### src/rtl/loop_nest_seq_if.sv
// loop_nest_seq_if
// Groups the control, bound and tuple-stream signals of the loop-nest
// sequencer into one bundle.
//   master : the side that requests runs and consumes tuples
//            (drives start, clear, bounds, out_ready)
//   slave  : the sequencer itself
//            (drives idx, idx_valid, adv, first, last, busy, done)
// DEPTH and W must match the parameters of the attached sequencer.
interface loop_nest_seq_if #(
  parameter int DEPTH = 3,
  parameter int W     = 32
);
  logic                 start;
  logic                 clear;
  logic [DEPTH*W-1:0]   bounds;
  logic                 out_ready;
  logic [DEPTH*W-1:0]   idx;
  logic                 idx_valid;
  logic [DEPTH-2:0]     adv;
  logic                 first;
  logic                 last;
  logic                 busy;
  logic                 done;

  modport master (
    output start, clear, bounds, out_ready,
    input  idx, idx_valid, adv, first, last, busy, done
  );

  modport slave (
    input  start, clear, bounds, out_ready,
    output idx, idx_valid, adv, first, last, busy, done
  );
endinterface

### src/rtl/loop_nest_seq.sv
// loop_nest_seq
// Walks a DEPTH-level loop nest in odometer order and streams each index
// tuple over a valid/ready handshake. Level 0 is the outermost loop, level
// DEPTH-1 the innermost; every packed vector puts level l at [l*W +: W].
// Ports:
//   clk        : rising-edge clock
//   reset      : asynchronous active-high reset
//   bus.start  : begin a run with bus.bounds (only acted on while idle)
//   bus.clear  : synchronous abort back to idle, no done pulse
//   bus.bounds : per-level trip counts
//   bus.out_ready : consumer takes the current tuple
//   bus.idx / bus.idx_valid : current tuple and its valid flag
//   bus.adv    : adv[l] means the next tuple bumps level l and zeroes deeper levels
//   bus.first / bus.last : current tuple is the first / final one
//   bus.busy   : a run is in progress
//   bus.done   : one-cycle pulse after the final transfer or a zero-trip start
module loop_nest_seq #(
  parameter int DEPTH = 3,
  parameter int W     = 32
) (
  input logic              clk,
  input logic              reset,
  loop_nest_seq_if.slave   bus
);

  typedef enum logic {IDLE, RUN} state_t;

  state_t             state, state_n;
  logic [DEPTH*W-1:0] idx_q, idx_n;
  logic [DEPTH*W-1:0] bounds_q, bounds_n;
  logic               done_q, done_n;

  logic               valid;
  logic [DEPTH-1:0]   at_max;
  logic [DEPTH-2:0]   deeper_max;
  logic               all_max;
  logic [DEPTH*W-1:0] idx_inc;
  logic               any_zero;
  logic [DEPTH-2:0]   adv;

  // A tuple is live for the whole of RUN, so valid and busy coincide.
  assign valid = (state == RUN);

  // Per-level "at bound-1" compare in W-bit arithmetic; idx never exceeds
  // bound-1, so a bound of 2^W-1 cannot overflow the index.
  always_comb begin
    at_max = '0;
    for (int l = 0; l < DEPTH; l++) begin
      at_max[l] = (idx_q[l*W +: W] == (bounds_q[l*W +: W] - W'(1)));
    end
  end

  // deeper_max[l] is set when every level deeper than l sits at bound-1;
  // folding in level 0 as well yields the "final tuple" condition.
  always_comb begin
    logic deep;
    deeper_max = '0;
    deep       = at_max[DEPTH-1];
    for (int l = DEPTH-2; l >= 0; l--) begin
      deeper_max[l] = deep;
      deep          = deep & at_max[l];
    end
    all_max = deep;
  end

  // Odometer increment: the innermost level always counts, and a level
  // already at bound-1 wraps to zero and passes the carry outward.
  always_comb begin
    logic carry;
    idx_inc = idx_q;
    carry   = 1'b1;
    for (int l = DEPTH-1; l >= 0; l--) begin
      if (carry) begin
        if (at_max[l]) begin
          idx_inc[l*W +: W] = '0;
        end else begin
          idx_inc[l*W +: W] = idx_q[l*W +: W] + W'(1);
          carry             = 1'b0;
        end
      end
    end
  end

  // A zero trip count anywhere means the nest body never executes.
  always_comb begin
    any_zero = 1'b0;
    for (int l = 0; l < DEPTH; l++) begin
      if (bus.bounds[l*W +: W] == '0) begin
        any_zero = 1'b1;
      end
    end
  end

  // Level l advances when all deeper levels wrap and l itself does not;
  // on the final tuple every level is at bound-1 so all bits drop out.
  always_comb begin
    adv = '0;
    for (int l = 0; l < DEPTH-1; l++) begin
      adv[l] = valid & deeper_max[l] & ~at_max[l];
    end
  end

  assign bus.idx       = idx_q;
  assign bus.idx_valid = valid;
  assign bus.busy      = valid;
  assign bus.done      = done_q;
  assign bus.first     = valid & (idx_q == '0);
  assign bus.last      = valid & all_max;
  assign bus.adv       = adv;

  // Next-state logic. clear wins over everything; start is only looked at
  // while idle, so bounds stay frozen for the whole run.
  always_comb begin
    state_n  = state;
    idx_n    = idx_q;
    bounds_n = bounds_q;
    done_n   = 1'b0;
    if (bus.clear) begin
      state_n = IDLE;
      idx_n   = '0;
    end else begin
      unique case (state)
        IDLE: begin
          if (bus.start) begin
            if (any_zero) begin
              done_n = 1'b1;
            end else begin
              bounds_n = bus.bounds;
              idx_n    = '0;
              state_n  = RUN;
            end
          end
        end
        RUN: begin
          if (bus.out_ready) begin
            if (all_max) begin
              state_n = IDLE;
              idx_n   = '0;
              done_n  = 1'b1;
            end else begin
              idx_n = idx_inc;
            end
          end
        end
        default: state_n = IDLE;
      endcase
    end
  end

  // State register; reset abandons any run without a done pulse.
  always_ff @(posedge clk or posedge reset) begin
    if (reset) begin
      state    <= IDLE;
      idx_q    <= '0;
      bounds_q <= '0;
      done_q   <= 1'b0;
    end else begin
      state    <= state_n;
      idx_q    <= idx_n;
      bounds_q <= bounds_n;
      done_q   <= done_n;
    end
  end

endmodule

### src/flat_wrapper.sv
// flat-port wrapper written by rule: the top's interface ports become plain ports
module loop_nest_seq_flat 
#(
  parameter int DEPTH = 3,
  parameter int W     = 32
)
  (clk, reset, bus_start, bus_clear, bus_bounds, bus_out_ready, bus_idx, bus_idx_valid, bus_adv, bus_first, bus_last, bus_busy, bus_done);
  loop_nest_seq_if #(.DEPTH(DEPTH), .W(W)) bus_i ();
  input logic clk;
  input logic reset;
  input wire logic [$bits(bus_i.start)-1:0] bus_start;
  input wire logic [$bits(bus_i.clear)-1:0] bus_clear;
  input wire logic [$bits(bus_i.bounds)-1:0] bus_bounds;
  input wire logic [$bits(bus_i.out_ready)-1:0] bus_out_ready;
  output wire logic [$bits(bus_i.idx)-1:0] bus_idx;
  output wire logic [$bits(bus_i.idx_valid)-1:0] bus_idx_valid;
  output wire logic [$bits(bus_i.adv)-1:0] bus_adv;
  output wire logic [$bits(bus_i.first)-1:0] bus_first;
  output wire logic [$bits(bus_i.last)-1:0] bus_last;
  output wire logic [$bits(bus_i.busy)-1:0] bus_busy;
  output wire logic [$bits(bus_i.done)-1:0] bus_done;
  assign bus_i.start = bus_start;
  assign bus_i.clear = bus_clear;
  assign bus_i.bounds = bus_bounds;
  assign bus_i.out_ready = bus_out_ready;
  assign bus_idx = bus_i.idx;
  assign bus_idx_valid = bus_i.idx_valid;
  assign bus_adv = bus_i.adv;
  assign bus_first = bus_i.first;
  assign bus_last = bus_i.last;
  assign bus_busy = bus_i.busy;
  assign bus_done = bus_i.done;
  loop_nest_seq #(.DEPTH(DEPTH), .W(W)) u_core (.clk(clk), .reset(reset), .bus(bus_i));
endmodule
### config.mk
export PLATFORM = sky130hd
export DESIGN_NAME = loop_nest_seq_flat
export DESIGN_NICKNAME = d
export VERILOG_FILES = /design/src/rtl/loop_nest_seq_if.sv /design/src/rtl/loop_nest_seq.sv /design/src/flat_wrapper.sv
export SDC_FILE = /design/constraint.sdc
export NUM_CORES = 1
export LEC_CHECK = 0
export ABC_AREA = 1
export CAP_MARGIN = 20
export CORE_ASPECT_RATIO = 0.8
export CORE_UTILIZATION = 60
export CTS_BUF_LIST = sky130_fd_sc_hd__clkbuf_4
export DETAILED_ROUTE_END_ITERATION = 10
export DONT_BUFFER_PORTS = 1
export PLACE_DENSITY = 0.73
export REMOVE_ABC_BUFFERS = 1
export SLEW_MARGIN = 30
export SYNTH_ARGS = -nofsm -noshare
export SYNTH_HDL_FRONTEND = slang
export SYNTH_SLANG_ARGS = --single-unit
### constraint.sdc
create_clock -name clk -period 9.1 [get_ports clk]
set_clock_uncertainty 0.15 [all_clocks]
set_input_delay 1.82 -clock clk [delete_from_list [all_inputs] [get_ports clk]]
set_output_delay 1.82 -clock clk [all_outputs]
set_load 0.01 [all_outputs]
## Word level (Yosys, flattened, before mapping)

Cells that the tools add are included.

- Bits in registers: 194

- $add $sub $neg: 6
- Eq/ne operators: 8
- Muxes and demuxes: 29
- Bitwise gates (word level): 13
- Reductions and logical operators: 8

Operators with widths:

| operator | count |
|---|---|
| 2-to-1 mux 96 bit | 5 |
| one-hot mux 96 bit (2 select lines) | 1 |
| 2-to-1 mux 32 bit | 5 |
| adder 32 x 1 -> 32 bit, second input constant | 3 |
| equality test 32 bit | 3 |
| logical NOT 32 bit | 3 |
| logical NOT 96 bit | 1 |
| subtractor 32 x 1 -> 32 bit, second input constant | 3 |
| 2-to-1 mux 1 bit | 16 |
| AND reduction 4 bit | 3 |
| inequality test 3 bit, second input constant | 3 |
| AND 1 bit | 8 |
| inequality test 4 bit, second input constant | 2 |
| NOT 1 bit | 5 |
| one-hot mux 1 bit (2 select lines) | 2 |
| AND reduction 3 bit | 1 |

## Longest topological paths before layout

Gate-level depths: netlist of run 1.

- Depth in word-level cells: 9
- Gate-level depth with buffers: 20
- Mapped depth without buffers: 19

## Least setup slack after synthesis of run 1

OpenSTA, ideal clock, no wires.

- Path type: reg2out
- Start point: register u_core.bounds_q[32]
- End point: output bus_adv[0]
- Arrival time: 2.093 ns
- Path slack: 5.037 ns
- Stages on the path, launching flop included: 18
- Cells stage by stage: dfrtp_1 inv_1 ha_1 nand2_1 nor2_1 buf_2 nand2_1 nor2_1 nand2_1 nand2_1 nand2_1 inv_1 nand2_1 nor2_1 nand3_2 nor2_1 nand2_1 nor2_1

- Longest elaborated chain between the ends: 5

Ends and longest elaborated chain:

| element | RTL line | RTL |
|---|---|---|
| start, declared | loop_nest_seq.sv:30 | `logic [DEPTH*W-1:0] bounds_q, bounds_n;` |
| start signal, assigned | loop_nest_seq.sv:160 | `bounds_q <= bounds_n;` |
| subtractor 32 x 1 -> 32 bit | loop_nest_seq.sv:49 | `at_max[l] = (idx_q[l*W +: W] == (bounds_q[l*W +: W] - W'(1)));` |
| equality test 32 bit | loop_nest_seq.sv:49 |  |
| AND 1 bit | loop_nest_seq.sv:61 | `deep = deep & at_max[l];` |
| AND 1 bit (2 in a row) | loop_nest_seq.sv:99 | `adv[l] = valid & deeper_max[l] & ~at_max[l];` |
| end, declared | flat_wrapper.sv:17 | `output wire logic [$bits(bus_i.adv)-1:0] bus_adv;` |

No other way between the ends.

## Final worst setup path of run 1

Ends and elaborated chain as after synthesis.

==> results of run 1 <==
cell type report:
cell class / instances / area (sq um) / share of cell area [%]
diodes: 1 / 2.50 / 0.0159
clock buffers: 17 / 128 / 0.810
clock inverters: 15 / 121 / 0.770
inverters: 260 / 988 / 6.27
multi-input cells: 1818 / 9210 / 58.4
flip-flops and latches: 194 / 4860 / 30.8
well taps: 324 / 405 / 2.57
repair buffers: 7 / 52.6 / 0.333
layer usage:
layer  track usage, %  up-vias  wire length [microns]
met3             9.56       69                   4770
met1             53.2     7003                  21700
met4             9.75        2                   1100
met2             50.2      679                  19000
li1                 -     7374                      -
met5                0        -                     13
per-stage QoR:
step                      hold slack [ns]  cells
after global routing                0.437   2636
after CTS                           0.417   2635
after floorplan                     0.350   2272
after detailed placement            0.381   2603
after global placement              0.360   2603
final                               0.416   2636
cell families (layout without fill, tap and decap cells):
logic type,Yosys count,count (layout),synth area share [%]
compound gates,134,134,4.82
fa+ha+maj,9,9,0.727
simple gates,1442,1442,39.6
buf+inv,358,299,9.21
other cells,0,1,0
mux,61,61,4.44
flops,194,194,31.4
xor+xnor,172,172,9.82
registers in the layout (all words and copies together), names as in the netlist:
register	count
u_core.bus.busy	1
u_core.bus.idx	96
u_core.bounds_q	96
u_core.bus.done	1
power by group through the flow:
stage	Clock, uW	Combinational (uW)	Sequential (uW)
final	469	645	1080
after global routing	499	726	1090
after CTS	466	636	1070
after detailed placement	0	633	1090
after global placement	0	622	1090
after floorplan	0	507	1060
worst register-to-register path: cells and delay by family (launching register included):
kind          cells  cell delay, ns
flops             1            0.40
buf+inv           2            1.19
simple gates      7            2.41
worst paths after layout:
| path | from | to |
|---|---|---|
| worst max-delay path | u_core.bounds_q[32] | bus_adv[0] |
| worst min-delay path | u_core.bounds_q[95] | u_core.bounds_q[95] |
| worst max register to register | u_core.bus.busy | u_core.bus.idx[29] |
| worst min register to register | u_core.bounds_q[95] | u_core.bounds_q[95] |
| max in group asynchronous | reset | u_core.bus.busy |
| min in group asynchronous | reset | u_core.bounds_q[29] |
cells in the final DEF (no fill, tap or decap), types with 7 or more instances in the layout:
master | synthesis | final
nand3_1 | 129 | 128
o21ai_0 | 23 | 23
buf_4 | 6 | 7
dfrtp_1 | 194 | 193
nand2_1 | 627 | 627
nor4_1 | 34 | 34
a21oi_1 | 50 | 50
o21bai_1 | 16 | 16
nor2_1 | 470 | 470
nor3_1 | 46 | 46
nand4_1 | 88 | 88
nand3b_1 | 20 | 20
xor2_1 | 109 | 109
ha_1 | 9 | 9
o21ai_1 | 32 | 32
inv_1 | 253 | 252
clkbuf_4 | 0 | 17
mux2_2 | 61 | 61
xnor2_1 | 62 | 62
==> run metrics, run 1 <==
most frequent cell after synthesis=nand2_1; Slowest-stage cell, CP=nor2_1; Nets=2,408; Inserted Clock Buffers=17; die extent in y=146 microns; R2R cell count=9; total track usage=35.6%; status=completed; initial antenna violation count=2; setup bufs post-CTS=0; DP Area=15,500 sq um; DRC Markers=0; final core occ=62.3%; average wire per standard cell=17.7 microns; hold-fix buffers at CTS=0; Core Area=25,300 sq um; RSZ-0062 raised after global routing=false; number of global-route vias before repair=13,500; area leader, netlist=dfrtp_1; Seq pwr share=49.1%; Critical Path RT=7.13 ns; measured slew at the worst slew-check pin=0.858 ns; I/O pin count=204; Slew Viols, Final=0; Die ar.=26,500 sq um; critical path depth=16; GPL Wtd Cong=0.968; hpwl dp=35,900 microns; clock root cell=clkbuf_4; CP most frequent cell=nand2_1; setup tns final=0 ns; Worst slew margin=42.7%; CTS tree=yes; top cell type's share of synthesized area=31.4%; Max-cap violations=0; largest driver fanout on the critical path=11; Tmin final=5.92 ns; post-route setup slack=3.18 ns; Final Setup Violations=0; leakage=0.00730 uW; CP bufs+invs=2; CTS clk-pin slew, worst paths=0.18 ns; Post-synth ARST share=100%; startpoint types=flip-flop; post-route cell area=15,800 sq um; # rows=52; distinct cell type count after synthesis=45; final hold violation count=0; P_int=1310 uW; crit end category=primary output; r2r setup slk=4.88 ns; sw frac=40.2%; DRT antenna net count=0; Iteration-0 DRC Markers=1,576; combinational share of power=29.5%; register area share after synthesis=31.4%; ys flop type=dfrtp_1; Min-Delay Path Depth=1; I/O Buffers=0; clk_lat worst skew=0.66 ns; share of layout cells above drive strength 1=5.67%; DRT Pass-1 Iters=5; CP peak stage delay=0.65 ns; top cells by count, synth=627 x nand2_1, 470 x nor2_1, 253 x inv_1; Worst Path Arrival=3.95 ns; cts repair resizes=0; DP Worst Slack=3.49 ns; DR vias=15,100; CP cell instances=inv_1 -> ha_1 -> nand2_1 -> nor2_1 -> nand2_1 -> nor2_1 -> nand2_1 -> nand2_1 -> nand2_1 -> inv_1 -> nand2_1 -> nor2_1 -> nand3_2 -> nor2_1 -> nand2_1 -> nor2_1; pwr/cell area=139 nW/um^2; total gr overflow=0; CP delay by family, top=simple AND/OR/NAND/NOR gates; Filler Cell Count=2,451; post-synthesis sequential element count=194; die width=182 microns; Cells after Synth=2,370; overall power=2190 uW; Avg Inst Size Synth=6.53 sq um; largest net degree at the start of global routing=133; vias per std cell=5.74; DRT Wirelength=46,600 microns; fin crit share=65.0%; Clock power frac=21.4%; Post-synth EDFFs=0; P&R area growth vs syn=1.80%; Peak VDD IR=0.0893 mV; worst hold path type=flip-flop to flip-flop; synth warn=0; maximum root-to-sink buffer count=2; largest cells by area after synthesis=dfrtp_1 31%, nand2_1 15%, nor2_1 11%; Fmax achieved=169 MHz; CTS H-tree lvls=4; first-pass GRT wire length=73,700 microns; Psw=881 uW; post-synthesis cell area=15,500 sq um; Initial Util=61.2%; clock sink count=194; Worst Path Class, Setup=flip-flop to primary output
Power figures use the tool's default switching activity.
==> inputs of run 2 (changes only) <==
--- a/config.mk
+++ b/config.mk
@@ -12,7 +12,7 @@
 export CTS_BUF_LIST = sky130_fd_sc_hd__clkbuf_4
 export DETAILED_ROUTE_END_ITERATION = 10
 export DONT_BUFFER_PORTS = 1
-export PLACE_DENSITY = 0.73
+export PLACE_DENSITY = 0.76
 export REMOVE_ABC_BUFFERS = 1
 export SLEW_MARGIN = 30
 export SYNTH_ARGS = -nofsm -noshare
==> constraint.sdc (replaced) <==
create_clock -name clk -period 4.8 [get_ports clk]
set_clock_uncertainty 0.15 [all_clocks]
set_input_delay 0.96 -clock clk [delete_from_list [all_inputs] [get_ports clk]]
set_output_delay 0.96 -clock clk [all_outputs]
set_load 0.01 [all_outputs]
==> run 2 against run 1 <==
  * Final cell count grew 0.27%
  * Via count grew 0.73%
  * Register-to-register slack lost 3.9 ns
  * Die area is the same
  * Global-route usage grew 0.77 points
  * Utilization grew 0.42 points
  * Flip-flop and latch count is the same
  * Combinational power grew 95%
  * Critical path depth shrank 2
  * Worst setup slack lost 2.9 ns
==> run metrics, run 2 (synthesized netlist as in run 1, its figures left out) <==
Tmin final=4.53 ns; overall power=4260 uW; DRT Wirelength=48,100 microns; Nets=2,415; commonest non-fill, non-tap cell in the layout=nand2_1; Clock power frac=22.5%; vias per std cell=5.77; Fmax achieved=221 MHz; largest driver fanout on the critical path=9; initial antenna violation count=1; die extent in y=146 microns; startpoint types=flip-flop; die width=182 microns; CP Launch Point=u_core.bounds_q[0]; reg2reg start=u_core.bounds_q[64]; leakage=0.00736 uW; clock sink count=194; status=completed; DRT antenna net count=0; Worst slew margin=45.2%; DP Area=15,600 sq um; Slew Viols, Final=0; Final Setup Violations=0; maximum root-to-sink buffer count=2; Iteration-0 DRC Markers=1,473; measured slew at the worst slew-check pin=0.819 ns; Inserted Clock Buffers=17; fin crit share=94.4%; CTS H-tree lvls=4; R2R cell count=18; final hold violation count=0; most frequent cells in the layout=627 x nand2_1, 469 x nor2_1, 252 x inv_1; hpwl dp=37,200 microns; hold-fix buffers at CTS=0; # rows=52; Core Area=25,300 sq um; pwr/cell area=269 nW/um^2; DR vias=15,200; total gr overflow=0; post-route setup slack=0.268 ns; DRT Pass-1 Iters=8; Hold WS=0.0637 ns; crit end category=primary output; sw frac=39.1%; CTS clk-pin slew, worst paths=0.17 ns; Worst Path Arrival=3.42 ns; first-pass GRT wire length=74,900 microns; share of layout cells above drive strength 1=5.95%; average wire per standard cell=18.2 microns; largest net degree at the start of global routing=133; CTS tree=yes; clk_lat worst skew=0.63 ns; Max-cap violations=0; Psw=1670 uW; post-route cell area=15,900 sq um; worst hold path type=input pin to asynchronous set/reset pin; Initial Util=61.2%; P&R area growth vs syn=2.48%; Multi-input gate area=9210 sq um; Sequential Area=4860 sq um; clock root cell=clkbuf_4; I/O pin count=204; r2r setup slk=1.02 ns; FF-to-FF End=u_core.bus.idx[29]; Peak VDD IR=0.211 mV; P_int=2600 uW; RSZ-0062 raised after global routing=false; Die ar.=26,500 sq um; Critical Path RT=3.69 ns; combinational share of power=29.6%; Filler Cell Count=2,458; DP Worst Slack=0.693 ns; Worst Path Class, Setup=flip-flop to primary output; I/O Buffers=0; Seq pwr share=47.9%; DRC Markers=0; GPL Wtd Cong=1.02; total track usage=36.4%; number of global-route vias before repair=13,600
## run 2: layout make-up
cell class / instances / area share (%)
clock inverters: 12 / 0.828
flip-flops and latches: 194 / 30.6
clock buffers: 20 / 0.946
multi-input cells: 1818 / 58.1
repair buffers: 14 / 0.741
diodes: 1 / 0.0158
well taps: 324 / 2.56
inverters: 260 / 6.23
## run 2: worst max-delay path by stage
stage,end,slack (ns),depth (start not counted)
floorplan,u_core.bounds_q[0],-1.59,1
global placement,bus_adv[0],0.78,16
detailed placement,bus_adv[0],0.69,14
CTS,bus_adv[0],0.18,16
global route,bus_last,0.06,14
finish,bus_last,0.27,14
## run 2: power groups by stage
stage / sequential, uW / clock, uW / combinational, uW
CTS: 2040 / 971 / 1240
global placement: 2060 / 0 / 1210
global route: 2070 / 1010 / 1410
finish: 2040 / 960 / 1260
floorplan: 2010 / 0 / 961
detailed placement: 2070 / 0 / 1230
## run 2: repair_timing
item	CTS	global route
pin swaps	0	0
gates resized for setup	1	2
endpoints found under the setup margin	2	2
setup buffers	0	0
## run 2: critical path: stages, from the launching register on
cell,delay [ns]
dfrtp_1,0.43
inv_1,0.17
ha_1,0.22
nand2_1,0.13
nor2_2,0.46
nand2_1,0.21
nor2_1,0.18
nand3_1,0.13
nand2_1,0.11
nand2_1,0.05
inv_1,0.05
nand2_1,0.04
nor2_1,0.17
nand3_1,0.16
nor2_1,0.28
## run 2: stage by stage
stage               TNS, ns  instances  utilization, %
CTS                       0       2642            62.6
global route              0       2643            62.7
global placement          0       2610            61.5
detailed placement        0       2610            61.5
finish                    0       2643            62.7
floorplan           -401.19       2272               -
## run 2: per-layer routing
metal	GRT usage [%]	share of wire, %
met5	0	0
met4	8.47	1.7
met3	10.4	11
met2	52.3	42
met1	53.6	45
